$ cat src/rtl/sync_fifo_param.sv
// Single-clock valid/ready FIFO with count, almost flags, flush; SYNC_FIFO_OUTREG_EN adds a registered head stage.
// Write-to-r_valid 1 cycle (2 with head stage); w_ready drops when full, r_data holds while r_ready is low.
module sync_fifo_param #(
  parameter int DATA_WIDTH = 32,
  parameter int DEPTH      = 8,
  parameter int AF_LEVEL   = DEPTH - 2,
  parameter int AE_LEVEL   = 2
) (
  input  logic                    clk,
  input  logic                    rst,
  input  logic                    flush,
  input  logic                    w_valid,
  input  logic [DATA_WIDTH-1:0]   w_data,
  output logic                    w_ready,
  input  logic                    r_ready,
  output logic                    r_valid,
  output logic [DATA_WIDTH-1:0]   r_data,
  output logic [$clog2(DEPTH):0]  count,
  output logic                    almost_full,
  output logic                    almost_empty
);

  localparam int AW = $clog2(DEPTH);
  localparam int PW = AW + 1;
  localparam int CW = AW + 1;
  localparam logic [CW-1:0] AF_TH = CW'(AF_LEVEL);
  localparam logic [CW-1:0] AE_TH = CW'(AE_LEVEL);

  logic [DATA_WIDTH-1:0] mem_q [DEPTH];
  logic [PW-1:0]         wr_ptr_q, wr_ptr_d;
  logic [PW-1:0]         rd_ptr_q, rd_ptr_d;
  logic [CW-1:0]         count_q, count_d;
  logic                  ram_empty, ram_full;
  logic                  w_fire, r_fire, ram_pop;
  logic [DATA_WIDTH-1:0] ram_head;

  assign ram_empty = (wr_ptr_q == rd_ptr_q);
  assign ram_full  = (wr_ptr_q[AW] != rd_ptr_q[AW]) &&
                     (wr_ptr_q[AW-1:0] == rd_ptr_q[AW-1:0]);
  assign ram_head  = mem_q[rd_ptr_q[AW-1:0]];

  assign w_ready = !ram_full;
  assign w_fire  = w_valid & w_ready;
  assign r_fire  = r_valid & r_ready;

`ifdef SYNC_FIFO_OUTREG_EN
  logic                  out_vld_q, out_vld_d;
  logic [DATA_WIDTH-1:0] out_dat_q, out_dat_d;

  // Refill the head stage on the same edge it is consumed to keep full rate.
  assign ram_pop = !ram_empty && (!out_vld_q || r_fire);
  assign r_valid = out_vld_q;
  assign r_data  = out_dat_q;

  always_comb begin
    out_vld_d = out_vld_q;
    out_dat_d = out_dat_q;
    if (flush) begin
      out_vld_d = 1'b0;
      out_dat_d = '0;
    end else if (ram_pop) begin
      out_vld_d = 1'b1;
      out_dat_d = ram_head;
    end else if (r_fire) begin
      out_vld_d = 1'b0;
    end
  end

  always_ff @(posedge clk or posedge rst) begin
    if (rst) begin
      out_vld_q <= 1'b0;
      out_dat_q <= '0;
    end else begin
      out_vld_q <= out_vld_d;
      out_dat_q <= out_dat_d;
    end
  end
`else
  assign ram_pop = r_fire;
  assign r_valid = !ram_empty;
  // Gated so an empty FIFO presents zero rather than stale RAM contents.
  assign r_data  = r_valid ? ram_head : '0;
`endif

  always_comb begin
    wr_ptr_d = wr_ptr_q;
    rd_ptr_d = rd_ptr_q;
    count_d  = count_q;
    if (flush) begin
      wr_ptr_d = '0;
      rd_ptr_d = '0;
      count_d  = '0;
    end else begin
      if (w_fire)  wr_ptr_d = wr_ptr_q + PW'(1);
      if (ram_pop) rd_ptr_d = rd_ptr_q + PW'(1);
      if (w_fire && !r_fire)      count_d = count_q + CW'(1);
      else if (!w_fire && r_fire) count_d = count_q - CW'(1);
    end
  end

  always_ff @(posedge clk or posedge rst) begin
    if (rst) begin
      wr_ptr_q <= '0;
      rd_ptr_q <= '0;
      count_q  <= '0;
    end else begin
      wr_ptr_q <= wr_ptr_d;
      rd_ptr_q <= rd_ptr_d;
      count_q  <= count_d;
    end
  end

  always_ff @(posedge clk) begin
    if (w_fire && !flush) mem_q[wr_ptr_q[AW-1:0]] <= w_data;
  end

  assign count        = count_q;
  assign almost_full  = (count_q >= AF_TH);
  assign almost_empty = (count_q <= AE_TH);

endmodule

$ cat config.mk
export PLATFORM = sky130hd
export DESIGN_NAME = sync_fifo_param
export DESIGN_NICKNAME = d
export VERILOG_FILES = /design/src/rtl/sync_fifo_param.sv
export SDC_FILE = /design/constraint.sdc
export NUM_CORES = 1
export LEC_CHECK = 0
export ABC_AREA = 1
export BUFFER_PORTS_ARGS = -buffer_cell sky130_fd_sc_hd__buf_2
export CORE_MARGIN = 1
export CORE_UTILIZATION = 54
export DETAILED_ROUTE_END_ITERATION = 10
export HOLD_SLACK_MARGIN = 0.15
export PLACE_DENSITY_LB_ADDON = 0.15
export SYNTH_ARGS = -nofsm -noshare
export SYNTH_HDL_FRONTEND = slang
export SYNTH_SLANG_ARGS = --single-unit
$ cat constraint.sdc
create_clock -name clk -period 4.1 [get_ports clk]
set_input_delay 0 -clock clk [delete_from_list [all_inputs] [get_ports clk]]
set_output_delay 0 -clock clk [all_outputs]
set_load 0.005 [all_outputs]
---- Yosys cells after proc, flatten, opt, wreduce, memory -nomap -nowiden ----
Memory sizes are Yosys's and may differ from the RTL's.
Index checks and enable logic that the tools add are counted.
word-level totals
  bits in registers ....................... 12
  memory bits (writable) .................. 256
  input port bits ......................... 37
  output and inout bits ................... 40
  memories kept ........................... 1
operators by class
  add/subtract/negate cells ............... 4
  magnitude comparators ................... 2
  equal/unequal tests ..................... 3
  mux-type cells .......................... 10
  bitwise operators ....................... 2
  reductions and logical operators ........ 12
memory list
  memory  depth  bits a word  read ports  clocked after memory_dff  wr ports  line  RTL
  mem_q   8      32           1           0                         1         29    logic [DATA_WIDTH-1:0] mem_q [DEPTH];
operators by type and width
  operator                                                                              number
  32-bit two-way mux                                                                    1
  4-bit two-way mux                                                                     7
  4-bit by 1-bit adder with 4-bit output (second input constant)                        3
  1-bit logical NOT                                                                     5
  4-bit == test                                                                         1
  4-bit by 3-bit greater-or-equal comparator with 1-bit output (second input constant)  1
  4-bit by 2-bit <= comparator with 1-bit output (second input constant)                1
  1-bit logical AND                                                                     4
  2-bit nonzero test                                                                    2
  4-bit by 1-bit subtractor with 4-bit output (second input constant)                   1
  3-bit == test                                                                         1
  3-bit nonzero test                                                                    1
  1-bit bitwise AND                                                                     2
  1-bit two-way mux                                                                     2
  1-bit inequality test                                                                 1

---- Depth between registers and ports, before layout ----
  depth after elaboration ................. 9
  depth in mapped cells ................... 18

---- Worst setup path after synthesis ----
No wires, ideal clock.
  path kind ............................... register -> register
  from .................................... register rd_ptr_q[2]
  to ...................................... memory mem_q[3][0], enable pin
  arrival ................................. 3.350 ns
  required time ........................... 3.639 ns
  slack ................................... 0.289 ns
  cell stages (with the launch flop) ...... 11
  clock period less this slack ............ 3.811 ns
  path through ............................ dfrtp_1 -> buf_4 -> inv_2 -> nand2_1 -> nand2_1 -> inv_1 -> nand3_4 -> nand2_4 -> inv_2 -> nand2_1 -> nor3_1
on the way
  longest elaborated chain between the ends .. 7
RTL lines
  element                                  line  RTL
  start, declared                          31    logic [PW-1:0] rd_ptr_q, rd_ptr_d;
  start signal, assigned                   108   rd_ptr_q <= rd_ptr_d;
  3-bit == test                            39    (wr_ptr_q[AW-1:0] == rd_ptr_q[AW-1:0]);
  1-bit logical AND                        38    assign ram_full = (wr_ptr_q[AW] != rd_ptr_q[AW]) &&
  1-bit logical NOT                        42    assign w_ready = !ram_full;
  named net w_ready                        14    output logic w_ready,
  1-bit bitwise AND                        43    assign w_fire = w_valid & w_ready;
  1-bit logical AND                        114   if (w_fire && !flush) mem_q[wr_ptr_q[AW-1:0]] <= w_data;
  1-bit two-way mux                        114
  1-bit two-way mux (implied by the code)  114
  end, declared                            29
The timed path passes the listed nets, and every way through them passes these cells.

---- Final worst setup path ----
  from .................................... register rd_ptr_q[2]
  to ...................................... register count_q[0] (netlist: count[0])
on the way
  longest elaborated chain between the ends .. 7
  elaborated cells between the ends (all ways) .. 14
  classes of those cells .................. 2 x eq/ne; 2 x mux; 2 x bitwise; 8 x reduce/logical
RTL lines
  element                                                         line    RTL
  4-bit == test / 3-bit == test (equally long branches)           37, 39
  1-bit logical NOT / 1-bit logical AND (equally long branches)   80, 38
  1-bit bitwise AND / 1-bit logical NOT (equally long branches)   44, 42
  1-bit logical NOT / 1-bit bitwise AND (equally long branches)   96, 43
  1-bit logical AND / 1-bit logical NOT (equally long branches)   96, 97
  4-bit two-way mux / 1-bit logical AND (equally long branches)   96, 97
  4-bit two-way mux / 3-bit nonzero test (equally long branches)  --
  end signal, assigned                                            109     count_q <= count_d;
  end, declared                                                   32      logic [CW-1:0] count_q, count_d;
Parallel ways exist; a longest one is shown, timed or not.
A chain may end at the register's enable or synchronous reset.

==> impl_metrics.toml <==
[die]
rows = 51
io_pins = 77
die_area_mm2 = 0.0205
die_h_um = 143
die_w_um = 143
core-area_mm2 = 0.0195
start_util = 0.552

[clock_tree]
cts_resized = 0
postCtsSetupRepairBufs = 0
cts.sinks = 268
ctsHoldBuffers = 42
cts_made_buffers = 28
cts_tree = "yes"
root_buffer = "clkbuf_16"
clk_pin_slew_worst_paths_ns = 0.06
htree_levels = 1
clockBufferDepth = 3
clk_latency_ns = 0.55

[setup_path]
critPathArrivalTime_ns = 4.29
crit_top_cell = "nand2_1"
endpoint_kind = "flip-flop"
path_cells = "buf_4 > nand2_1 > nand2_1 > nor2_2 > nand2_4 > nand2_4 > nand3_4 > dlygate4sd3_1 > nand2_4 > nor2_4 > dlygate4sd3_1 > nand2_1 > nand2_1 > dlygate4sd3_1"
reg2reg_depth = 14
required_ns = 4.57
worst_setup_path_start_kind = "flip-flop"
slowest_stage = "dlygate4sd3_1"
cp_max_fo = 35
cpPeakStageDelay_ns = 0.64
crit_type = "flip-flop to flip-flop"

[timing]
finalHoldViolCount = 0
final_max_slew_viol_count = 0
setup_tns_ns = 0
max_slew_margin = 0.378
setup-violations-final = 0
fin_crit_ns = 3.82
grt_setup_unrepaired = "no"
max_freq_mhz = 262
min_period_over_period = 0.931
fin_skew_ns = 0.0230
worst_slew_pin_slew_ns = 0.933

[synthesis]
synth_cell_types = 31
yosys_register_bits = 268
syn_nets = 892
seq_area_frac_synth = 0.741
synthTopCellsByArea = "edfxtp_1 71%, o21ai_0 7.1%, nor2_1 7.0%, o22ai_1 3.7%, dfrtp_1 2.8%"
synth_top_area_cell = "edfxtp_1"
synthCells = 850
synth_top_area_share = 0.714
ys_warn_count = 0
synth_area_mm2 = 0.0108
synth_area_per_cell_um2 = 12.7

[route]
dr_total_vias = 7122
drt_iter0_markers = 615
top_layer = "met4"
met3_length_um = 1520
drtAntennaViolNets = 0
viasPerCell = 5.70
wl_per_cell_um = 19.0
post-route-drc-count = 0
wl_um = 23800
dr.pass1.iters = 6
drt-met1-wl_um = 10100
wl_met2_um = 11800

[global_routing]
overflow = 0
grt_max_degree = 97
antenna_found_initial = 0
grt_pass1_vias = 7024
grt_pass1_wl_um = 37300
track_usage = 0.241

[hold_path]
hold_class = "input pin to flip-flop"
hold_path_depth = 2

[placed_design]
numPortBuffers = 76
routabilityCongestion = 0.768
dp_hpwl_um = 13000
place_area_mm2 = 0.0115

[flow_run]
max-cap-violations = 0

[power_and_ir_drop]
leakage_nw = 4.53
vdd_drop_max_mv = 0.425
power_density_mw_per_mm2 = 495

[final_layout]
utilization = 0.654
diodes = 0
final_cell_mix = "256 x edfxtp_1, 196 x nor2_1, 153 x o21ai_0"
n_fill_cell = 1463
synthToLayoutAreaGrowth_pct = 18.5
nets = 1007
drive_gt1_frac = 0.170
fin_area_mm2 = 0.0128
final_common_cell = "edfxtp_1"

[status]
outcome = "finished clean"
[routing by layer]
layer,vias to the layer above,track usage
met4,0,0.0677
met3,31,0.0359
met2,247,0.407
met5,-,0
met1,3517,0.328
li1,3327,-
[metrics by stage]
step | total power, mW | hold WS (ns) | cells | setup slack, ns
floorplan | 3.70 | -0.135 | 850 | 0.289
global placement | 3.98 | 0.0357 | 1158 | 1.32
detailed placement | 4.00 | 0.0575 | 1158 | 1.29
CTS | 6.36 | 0.245 | 1250 | 0.312
global route | 6.59 | 0.271 | 1250 | 0.0746
finish | 6.32 | 0.259 | 1250 | 0.281
[registers in the layout (all words and copies together) (netlist names)]
name / flops
count: 4
mem_q: 256
rd_ptr_q: 4
wr_ptr_q: 4
[synthesized netlist by cell type]
| cell | number |
|---|---|
| nand2_1 | 35 |
| o21ai_0 | 153 |
| nand3_4 | 2 |
| xnor2_1 | 1 |
| nand2_2 | 2 |
| nor2_4 | 1 |
| clkbuf_1 | 37 |
| o21ai_1 | 14 |
| inv_2 | 7 |
| inv_4 | 1 |
| buf_2 | 10 |
| buf_1 | 3 |
| fa_1 | 1 |
| edfxtp_1 | 256 |
| nand3_1 | 11 |
| nor2_1 | 201 |
| inv_1 | 12 |
| nor3_1 | 4 |
| xor2_1 | 1 |
| ha_1 | 4 |
| nor2_8 | 1 |
| o22ai_1 | 64 |
| nand4_1 | 1 |
| dfrtp_1 | 12 |
| nand3_2 | 1 |
| nor2_2 | 1 |
| a21oi_1 | 4 |
| nand3b_1 | 1 |
| nand2_4 | 6 |
| buf_6 | 1 |
| buf_4 | 2 |
[path summary, 6_finish.rpt]
path,endpoint,startpoint,slack (ns)
setup reg to reg,count[0]$_DFFE_PP0P_,rd_ptr_q[2]$_DFFE_PP0P_,0.28
min in group asynchronous,wr_ptr_q[0]$_DFFE_PP0P_,rst,0.60
setup / recovery,count[0]$_DFFE_PP0P_,rd_ptr_q[2]$_DFFE_PP0P_,0.28
hold / removal,mem_q[6][19]$_DFFE_PP_,w_data[19],0.26
max in group asynchronous,rd_ptr_q[0]$_DFFE_PP0P_,rst,3.12
hold reg to reg,count[1]$_DFFE_PP0P_,count[1]$_DFFE_PP0P_,0.57
[layout make-up]
type                    instances  area (µm²)  share of cell area
repair buffers                138         976              0.0764
inverters                      20        78.8             0.00617
clock buffers                  34         723              0.0566
well taps                     265         332              0.0260
multi-input cells             509        2530               0.198
clock inverters                16         135              0.0106
flip-flops and latches        268        7990               0.626
[critical path, delay by kind of cell, from the launching register on]
kind | cells | cell delay (ns)
buffers and inverters | 4 | 2.24
flip-flops | 1 | 0.36
AND/OR/NAND/NOR | 10 | 1.14
[logic make-up after synthesis]
logic type / after synthesis / share of synthesized area
simple gates: 267 / 0.106
buf+inv: 73 / 0.0282
compound gates: 235 / 0.117
fa+ha+maj: 5 / 0.00650
flops: 268 / 0.741
xor+xnor: 2 / 0.00163
[power by group]
| group | internal (mW) | switching, mW |
|---|---|---|
| logic | 0.325 | 0.578 |
| registers | 3.05 | 0.0419 |
| clock network | 1.33 | 1.00 |
| total | 4.70 | 1.62 |
(Power assumes the default switching activity.)
